<file path="config.mk">
export PLATFORM = sky130hd
export DESIGN_NAME = ldm_window_reader
export DESIGN_NICKNAME = d
export VERILOG_FILES = /design/src/rtl/cnn_lsu_pkg.sv /design/src/rtl/ldm_win_counter.sv /design/src/rtl/ldm_window_reader.sv
export SDC_FILE = /design/constraint.sdc
export NUM_CORES = 1
export LEC_CHECK = 0
export CORE_AREA = 2 2 91 93
export DETAILED_ROUTE_END_ITERATION = 8
export DIE_AREA = 0 0 93 95
export PLACE_DENSITY = 0.75
export REMOVE_ABC_BUFFERS = 1
export SYNTH_ARGS = -nofsm -noshare
export SYNTH_HDL_FRONTEND = slang
export SYNTH_SLANG_ARGS = --single-unit
</file>
<file path="constraint.sdc">
create_clock -name CLK -period 12.15 [get_ports CLK]
set_clock_uncertainty 0.05 [all_clocks]
set_input_delay 1.215 -clock CLK [delete_from_list [all_inputs] [get_ports CLK]]
set_output_delay 1.215 -clock CLK [all_outputs]
set_load 0.05 [all_outputs]
</file>
<file path="src/rtl/cnn_lsu_pkg.sv">
// rtl/cnn_lsu_pkg.sv - shared LDM geometry, kernel size and window-reader state encoding
package cnn_lsu_pkg;

  localparam int LDM_AD_WIDTH = 6;
  localparam int LDM_SRC_BITS = 2;
  localparam int DIM_BITS     = 4;
  localparam int K            = 3;

  localparam int K_BITS    = (K > 1) ? $clog2(K) : 1;
  localparam int SDIM_BITS = DIM_BITS + 2;

  typedef enum logic [1:0] {
    ST_IDLE = 2'd0,
    ST_RUN  = 2'd1,
    ST_DONE = 2'd2
  } rd_state_e;

  // Zero-padding border width for a KxK stride-1 window.
  function automatic logic [SDIM_BITS-1:0] pad_offset(input logic pad_en);
    return pad_en ? SDIM_BITS'((K - 1) / 2) : '0;
  endfunction

endpackage

</file>
<file path="src/rtl/ldm_win_counter.sv">
// rtl/ldm_win_counter.sv - nested kx/ky/ox/oy tap counter, kx fastest
module ldm_win_counter
  import cnn_lsu_pkg::*;
(
  input  logic                CLK,
  input  logic                RST,
  input  logic                clear,
  input  logic                adv,
  input  logic [DIM_BITS-1:0] ox_last,
  input  logic [DIM_BITS-1:0] oy_last,
  output logic [K_BITS-1:0]   kx,
  output logic [K_BITS-1:0]   ky,
  output logic [DIM_BITS-1:0] ox,
  output logic [DIM_BITS-1:0] oy,
  output logic                last_tap,
  output logic                last_win_tap
);

  localparam logic [K_BITS-1:0] K_LAST = K_BITS'(K - 1);

  logic kx_end, ky_end, ox_end, oy_end;

  assign kx_end       = (kx == K_LAST);
  assign ky_end       = (ky == K_LAST);
  assign ox_end       = (ox == ox_last);
  assign oy_end       = (oy == oy_last);
  assign last_win_tap = kx_end && ky_end;
  assign last_tap     = last_win_tap && ox_end && oy_end;

  always_ff @(posedge CLK or negedge RST) begin
    if (!RST) begin
      kx <= '0;
      ky <= '0;
      ox <= '0;
      oy <= '0;
    end else if (clear) begin
      kx <= '0;
      ky <= '0;
      ox <= '0;
      oy <= '0;
    end else if (adv) begin
      kx <= kx_end ? '0 : kx + 1'b1;
      if (kx_end) begin
        ky <= ky_end ? '0 : ky + 1'b1;
        if (ky_end) begin
          ox <= ox_end ? '0 : ox + 1'b1;
          if (ox_end) begin
            oy <= oy_end ? '0 : oy + 1'b1;
          end
        end
      end
    end
  end

endmodule

</file>
<file path="src/rtl/ldm_window_reader.sv">
// rtl/ldm_window_reader.sv - KxK stride-1 window read-address sequencer for LDM port A
module ldm_window_reader
  import cnn_lsu_pkg::*;
(
  input  logic                                 CLK,
  input  logic                                 RST,
  input  logic                                 start_in,
  input  logic [LDM_SRC_BITS-1:0]              src_bank_in,
  input  logic [DIM_BITS-1:0]                  img_w_in,
  input  logic [DIM_BITS-1:0]                  img_h_in,
  input  logic                                 pad_en_in,
  input  logic                                 stall_in,
  output logic [LDM_SRC_BITS+LDM_AD_WIDTH-1:0] CTRL_LDM_addra_out,
  output logic                                 CTRL_LDM_ena_out,
  output logic                                 CTRL_LDM_wea_out,
  output logic                                 Padding_Read_out,
  output logic                                 win_last_out,
  output logic                                 busy_out,
  output logic                                 done_out,
  output logic                                 err_out
);

  localparam int ADDR_W = LDM_SRC_BITS + LDM_AD_WIDTH;
  localparam int AREA_W = 2 * DIM_BITS;
  localparam logic [AREA_W-1:0]           AREA_MAX = AREA_W'(1 << LDM_AD_WIDTH);
  localparam logic signed [SDIM_BITS-1:0] S_ZERO   = '0;
  localparam logic signed [SDIM_BITS-1:0] S_ONE    = SDIM_BITS'(1);
  localparam logic signed [SDIM_BITS-1:0] S_KM1    = SDIM_BITS'(K - 1);

  rd_state_e state_q, state_d;

  // Start-time legality check, evaluated directly on the unlatched inputs.
  logic [SDIM_BITS-1:0]        p_in;
  logic signed [SDIM_BITS-1:0] ow_in, oh_in;
  logic [AREA_W-1:0]           area_in;
  logic                        cfg_legal, start_ok;

  assign p_in    = pad_offset(pad_en_in);
  assign ow_in   = $signed({2'b00, img_w_in}) + $signed(p_in) + $signed(p_in) - S_KM1;
  assign oh_in   = $signed({2'b00, img_h_in}) + $signed(p_in) + $signed(p_in) - S_KM1;
  assign area_in = {{DIM_BITS{1'b0}}, img_w_in} * {{DIM_BITS{1'b0}}, img_h_in};
  assign cfg_legal = (|img_w_in) && (|img_h_in) && (area_in <= AREA_MAX)
                     && (ow_in > S_ZERO) && (oh_in > S_ZERO);
  assign start_ok  = (state_q == ST_IDLE) && start_in && cfg_legal;

  logic [LDM_SRC_BITS-1:0] bank_q;
  logic [DIM_BITS-1:0]     w_q, h_q, ox_last_q, oy_last_q;
  logic [SDIM_BITS-1:0]    p_q;

  always_ff @(posedge CLK or negedge RST) begin
    if (!RST) begin
      bank_q    <= '0;
      w_q       <= '0;
      h_q       <= '0;
      p_q       <= '0;
      ox_last_q <= '0;
      oy_last_q <= '0;
    end else if (start_ok) begin
      bank_q    <= src_bank_in;
      w_q       <= img_w_in;
      h_q       <= img_h_in;
      p_q       <= p_in;
      ox_last_q <= DIM_BITS'(ow_in - S_ONE);
      oy_last_q <= DIM_BITS'(oh_in - S_ONE);
    end
  end

  logic                cnt_clear, cnt_adv, last_tap, last_win_tap;
  logic [K_BITS-1:0]   kx, ky;
  logic [DIM_BITS-1:0] ox, oy;

  ldm_win_counter u_cnt (
    .CLK          (CLK),
    .RST          (RST),
    .clear        (cnt_clear),
    .adv          (cnt_adv),
    .ox_last      (ox_last_q),
    .oy_last      (oy_last_q),
    .kx           (kx),
    .ky           (ky),
    .ox           (ox),
    .oy           (oy),
    .last_tap     (last_tap),
    .last_win_tap (last_win_tap)
  );

  // Tap coordinates in image space; negative or beyond W/H means padding.
  logic signed [SDIM_BITS-1:0] r_s, c_s;
  logic                        in_img;
  logic [LDM_AD_WIDTH-1:0]     r_ad, w_ad, c_ad, lin_addr;

  assign r_s = $signed({2'b00, oy}) + $signed({{(SDIM_BITS-K_BITS){1'b0}}, ky}) - $signed(p_q);
  assign c_s = $signed({2'b00, ox}) + $signed({{(SDIM_BITS-K_BITS){1'b0}}, kx}) - $signed(p_q);
  assign in_img = (r_s >= S_ZERO) && (c_s >= S_ZERO)
                  && (r_s < $signed({2'b00, h_q})) && (c_s < $signed({2'b00, w_q}));
  assign r_ad     = LDM_AD_WIDTH'($unsigned(r_s));
  assign c_ad     = LDM_AD_WIDTH'($unsigned(c_s));
  assign w_ad     = LDM_AD_WIDTH'(w_q);
  assign lin_addr = r_ad * w_ad + c_ad;

  always_ff @(posedge CLK or negedge RST) begin
    if (!RST) state_q <= ST_IDLE;
    else      state_q <= state_d;
  end

  always_comb begin
    state_d = state_q;
    case (state_q)
      ST_IDLE: if (start_in && cfg_legal) state_d = ST_RUN;
      ST_RUN:  if (!stall_in && last_tap) state_d = ST_DONE;
      ST_DONE: if (!stall_in)             state_d = ST_IDLE;
      default:                            state_d = ST_IDLE;
    endcase
  end

  logic [ADDR_W-1:0] addr_d;
  logic              ena_d, pad_d, wl_d, busy_d, done_d, err_d;

  always_comb begin
    addr_d    = '0;
    ena_d     = 1'b0;
    pad_d     = 1'b0;
    wl_d      = 1'b0;
    busy_d    = 1'b0;
    done_d    = 1'b0;
    err_d     = 1'b0;
    cnt_clear = 1'b0;
    cnt_adv   = 1'b0;
    case (state_q)
      ST_IDLE: begin
        cnt_clear = 1'b1;
        busy_d    = start_in && cfg_legal;
        err_d     = start_in && !cfg_legal;
      end
      ST_RUN: begin
        busy_d = 1'b1;
        if (!stall_in) begin
          cnt_adv = 1'b1;
          ena_d   = in_img;
          pad_d   = !in_img;
          wl_d    = last_win_tap;
          addr_d  = in_img ? {bank_q, lin_addr} : '0;
        end
      end
      ST_DONE: begin
        busy_d = stall_in;
        done_d = !stall_in;
      end
      default: ;
    endcase
  end

  always_ff @(posedge CLK or negedge RST) begin
    if (!RST) begin
      CTRL_LDM_addra_out <= '0;
      CTRL_LDM_ena_out   <= 1'b0;
      Padding_Read_out   <= 1'b0;
      win_last_out       <= 1'b0;
      busy_out           <= 1'b0;
      done_out           <= 1'b0;
      err_out            <= 1'b0;
    end else begin
      CTRL_LDM_addra_out <= addr_d;
      CTRL_LDM_ena_out   <= ena_d;
      Padding_Read_out   <= pad_d;
      win_last_out       <= wl_d;
      busy_out           <= busy_d;
      done_out           <= done_d;
      err_out            <= err_d;
    end
  end

  assign CTRL_LDM_wea_out = 1'b0;

endmodule

</file>
Word level (Yosys, flattened, before mapping)
Cells that the tools add are included.
- flip-flop bits (word level): 52
- input port bits: 15
- word-level logic and storage cells: 120
- $add $sub $neg: 17
- multiply operators: 2
- $lt $le $gt $ge: 7
- equal/unequal tests: 9
- mux-type cells: 38
- reductions and logical operators: 29
- operator list (operator ; number):
    two-way mux 4 bit ; 11
    two-way mux 8 bit ; 3
    two-way mux 2 bit ; 10
    logical AND 1 bit ; 15
    adder 5 x 1 -> 6 bit ; 2
    greater-or-equal comparator 6 x 1 -> 1 bit (second input constant) ; 2
    > comparator 6 x 1 -> 1 bit (second input constant) ; 2
    less-than comparator 6 x 5 -> 1 bit ; 2
    two-way mux 1 bit ; 12
    subtractor 6 x 3 -> 6 bit (second input constant) ; 2
    subtractor 6 bit ; 2
    adder 4 x 1 -> 5 bit ; 2
    adder 4 x 2 -> 5 bit ; 2
    adder 4 x 1 -> 4 bit (second input constant) ; 2
    equality test 4 bit ; 2
    less-or-equal comparator 8 x 7 -> 1 bit (second input constant) ; 1
    multiplier 4 x 4 -> 8 bit ; 1
    nonzero test 2 bit ; 4
    OR reduction 4 bit ; 2
    subtractor 4 x 2 -> 4 bit (second input constant) ; 2
    adder 6 bit ; 1
    equality test 2 bit (second input constant) ; 3
    multiplier 6 x 4 -> 6 bit ; 1
    case mux 2 bit (3 select lines) ; 1
    other kinds (10) ; 15

Logic depth before layout (Yosys ltp)
- word-level depth: 10
- depth in mapped cells: 18

Modules after synthesis
A second synthesis with hierarchy kept.
- cell total of the unflattened synthesis: 414
- area, all modules: 4025.1 um2
- by module, submodules not included (module ; instances ; cells each ; area an instance (um2) ; seq. area each (um2)):
    ldm_window_reader ; 1 ; 339 ; 3241.9 ; 875.8
    ldm_win_counter ; 1 ; 75 ; 783.3 ; 300.3

Worst setup path after synthesis
No wires, ideal clock.
- kind: flip-flop to flip-flop
- start point: register u_cnt.oy[0]
- end point: register CTRL_LDM_addra_out[5]
- setup time: 127 ps
- arrival time: 4678 ps
- data required time: 11973 ps
- setup slack: 7295 ps
- stages on the path, launching flop included: 18
- path buffers: 0
- clock period less this slack: 4855 ps
- cells stage by stage: dfrtp_1 > ha_1 > inv_1 > fa_1 > ha_1 > xor2_1 > xnor2_1 > nand2_1 > fa_1 > fa_1 > fa_1 > inv_1 > ha_1 > a21o_1 > a21oi_1 > xnor2_1 > xnor3_1 > mux2i_1
- longest elaborated chain between the ends: 9
- elaborated cells between the ends (all ways): 12
- classes of those cells: 3 x add/sub; 1 x mul; 2 x order compare; 3 x mux; 3 x reduce/logical
- RTL lines (element ; line ; source):
    start: declaration ; ldm_win_counter.sv:14 ; output logic [DIM_BITS-1:0] oy,
    start signal: assignment ; ldm_win_counter.sv:48 ; oy <= oy_end ? '0 : oy + 1'b1;
    adder 4 x 2 -> 5 bit * ; ldm_window_reader.sv:92 ; assign r_s = $signed({2'b00, oy}) + $signed({{(SDIM_BITS-K_BITS){1'b0}}, ky}) - $signed(p_q);
    subtractor 6 bit * ; ldm_window_reader.sv:92 ;
    branches (longest 4 deep; another with multiplier 6 x 4 -> 6 bit) ; n/a ;
    two-way mux 8 bit * ; ldm_window_reader.sv:142 ; addr_d = in_img ? {bank_q, lin_addr} : '0;
    two-way mux 8 bit * ; ldm_window_reader.sv:137 ; if (!stall_in) begin
    two-way mux 8 bit * ; ldm_window_reader.sv:129 ; case (state_q)
    net addr_d[5] ; ldm_window_reader.sv:116 ; logic [ADDR_W-1:0] addr_d;
    end signal: assignment ; ldm_window_reader.sv:163 ; CTRL_LDM_addra_out <= addr_d;
    end: declaration ; ldm_window_reader.sv:13 ; output logic [LDM_SRC_BITS+LDM_AD_WIDTH-1:0] CTRL_LDM_addra_out,
Mark *: on every way through the listed nets, which the timed path passes.
A chain may end at the register's enable or synchronous reset.

Worst setup path in the final report
Same ends and word-level chain as after synthesis.

==> impl_metrics.tcl <==
set metrics [dict create \
    layout-drive-gt1-share_pct 4.25 \
    post-route-min-period_ps 5210 \
    yosys.area.top_type "dfrtp_1" \
    yosysTopAreaCellShare_pct 30.6 \
    dpl_worst_slack_ps 6880 \
    core_area_sq_mm 0.00793 \
    muxShareOfSynthArea_pct 6.93 \
    p_int_w 0.000585 \
    grt_max_degree 48 \
    cts_setup_buffers 0 \
    hold_viol 0 \
    cp-start-kind "flip-flop" \
    clockBufferDepth 2 \
    clock.fmax_ghz 0.192 \
    dr.pass1.iters 4 \
    p_leak_nw 2.10 \
    synth_area_sq_mm 0.00385 \
    hold_path_class "flip-flop to flip-flop" \
    dieArea_sq_mm 0.00884 \
    finalCritPeriodShare_pct 42.9 \
    p_comb_share_pct 66.2 \
    report.final.slew_viol_count 0 \
    nets 503 \
    switching_share_pct 44.4 \
    grt_first_pass_wirelength_um 12800 \
    pin_count 30 \
    track_usage_pct 18.3 \
    area_delta_synth_final_pct 12.5 \
    netlist_instances 395 \
    finalSetupViolations 0 \
    power.switching_w 0.000468 \
    cts_tree "yes" \
    arrival_ps 5340 \
    grt-ovfl-total 0 \
    crit_fanout 6 \
    power.total_w 0.00105 \
    routed_via_density 5.29 \
    rows 33 \
    die_w_um 93 \
    synthSimpleGateAreaFrac_pct 14.4 \
    critPathCaptureType "flip-flop" \
    synth_cell_types 53 \
    grt_pass1_vias 2785 \
    synthFlopType "dfrtp_1" \
    ys_top_cells_by_count "inv_1, ha_1, dfrtp_1" \
    synth_area_leaders "dfrtp_1, ha_1, fa_1" \
    routed_wl_um 7380 \
    ant_nets 0 \
    syn_avg_cell_area_sq_um 9.74 \
    drcViolationCount 0 \
    antenna_found_initial 0 \
    status "finished clean" \
    clk_pin_slew_ps 80 \
    powerDensity_mw_per_mm2 244 \
    cts_made_buffers 5 \
    max_slew_margin_pct 21.5 \
    synth_most_common_cell "inv_1" \
    synth_top_family_by_area "adder cells" \
    crit_type "flip-flop to flip-flop" \
    htreeDepth 2 \
    synth_edf_count 0 \
    port_buffers 28 \
    cts-root-buf "clkbuf_8" \
    critPathRequiredTime_ps 12280 \
    pwr-share-seq_pct 23.4 \
    irDropWorstVdd_v 0.000107 \
    dp_hpwl_um 6010 \
    start_util_pct 48.5 \
    yosysSeqAreaShare_pct 30.6 \
    vias 2796 \
    drt_iter0_drc 110 \
    rsz0062_at_grt "false" \
    synth-seq-cells 47 \
    clock_latency_ps 300 \
    maxCapViolCount 0 \
    finalSetupTns_ps 0 \
    gp_congestion 0.856 \
    cts.sinks 47 \
    synthXorXnorAreaFrac_pct 7.87 \
    n_antenna_cell 0 \
    ctsResizeCount 0 \
    postCtsHoldBufs 0 \
    clkPwrFrac_pct 10.4 \
    die_h_um 95 \
    fin_ws_ps 6940 \
    async_flop_share_pct 100 \
    synth_warnings 0 \
    wire_per_inst_um 13.9 \
    tightest_slew_ps 1160 \
    synth_fa_ha_area_share_pct 23.9 \
    utilization_pct 54.6 \
    synth_compound_area_share_pct 8.88 \
    fillers 724 \
]
==> routing by layer <==
layer	vias up	routed length [um]	global-route usage [%]	share of wire, %
li1	1369	-	-	-
met4	0	139	7.35	1.9
met1	1357	3330	23.4	45
met2	59	3640	31.8	49
met3	11	269	2.15	3.6
met5	-	0	0	0
==> critical path, stage by stage, from the launching register on <==
cell and delay, ps:
dfrtp_1 460, ha_1 220, inv_1 60, fa_1 510
ha_1 270, xor2_1 160, xnor2_1 360, nand2_1 120
fa_1 470, fa_1 520, fa_1 540, inv_1 40
ha_1 330, a21o_1 170, a21oi_1 180, xnor2_1 160
xnor3_1 340, mux2i_1 120
==> sequential cells by signal (all words and copies together), names as in the netlist, 2 cells and up <==
signal,count
bank_q,2
u_cnt.ox,4
oy_last_q,4
u_cnt.kx,2
h_q,4
state_q,2
u_cnt.oy,4
CTRL_LDM_addra_out,8
u_cnt.ky,2
ox_last_q,4
w_q,4
==> layout make-up <==
class | count | area [sq um] | share of cell area, %
Clock buffer | 6 | 72.6 | 1.68
Clock inverter | 1 | 30.0 | 0.694
Inverter | 60 | 238 | 5.49
Multi-Input combinational cell | 281 | 2400 | 55.4
Sequential cell | 47 | 1180 | 27.2
Tap cell | 105 | 131 | 3.04
Timing Repair Buffer | 29 | 283 | 6.54
==> cells in the final DEF (no fill, tap or decap), types with 3 or more instances in the layout <==
master           synthesis  final
nor3_1                   5      5
nand2_1                 27     27
o21ai_1                  6      6
and2_1                   3      3
fa_1                    16     16
and3_1                   4      4
a21oi_1                 12     12
o21a_1                   5      5
nand3_1                  7      7
a32oi_1                  3      3
nor2b_1                  8      8
ha_1                    48     48
dfrtp_1                 47     47
a32o_1                   4      4
mux2_1                  11     11
clkbuf_8                 0      5
o21ai_0                  4      4
xnor2_1                 13     13
inv_1                   58     58
xor2_1                  19     19
a21o_1                   4      4
mux2i_1                 12     12
nor2_1                  33     33
nand2b_1                 5      5
nand3b_1                 3      3
clkdlybuf4s50_1          0     27
==> metrics by stage <==
stage               hold slack [ps]  instance area (sq um)  instances
global route                    472                   4330        529
CTS                             460                   4330        529
finish                          462                   4330        529
global placement                423                   4220        522
floorplan                       399                   3800        388
detailed placement              440                   4220        522
==> power by group through the flow <==
stage | Sequential [W] | Combinational (W) | Clock [W]
final | 0.000247 | 0.000698 | 0.000109
after global routing | 0.000253 | 0.000809 | 0.000120
after CTS | 0.000247 | 0.000703 | 0.000112
after detailed placement | 0.000250 | 0.000696 | 0
after global placement | 0.000248 | 0.000669 | 0
after floorplan | 0.000269 | 0.000529 | 0
==> path summary, 6_finish.rpt <==
path	from	endpoint	slack, ps	cells after the start
min in group asynchronous	RST	busy_out	1040	1
max reg2reg	u_cnt.oy[0]	CTRL_LDM_addra_out[5]	6940	17
min	h_q[0]	h_q[0]	460	1
min reg2reg	h_q[0]	h_q[0]	460	1
max	u_cnt.oy[0]	CTRL_LDM_addra_out[5]	6940	17
max in group asynchronous	RST	CTRL_LDM_addra_out[4]	10380	1
==> logic make-up (layout without fill, tap and decap cells) <==
kind of cell	Yosys count	count (layout)
AOI/OAI and AO/OA	49	49
xor gates and xnor gates	33	33
adders and majority gates	64	64
buffers and inverters	67	96
DFF	47	47
muxes	25	25
other	1	1
and+or+nand+nor	109	109
(Power assumes the default switching activity.)
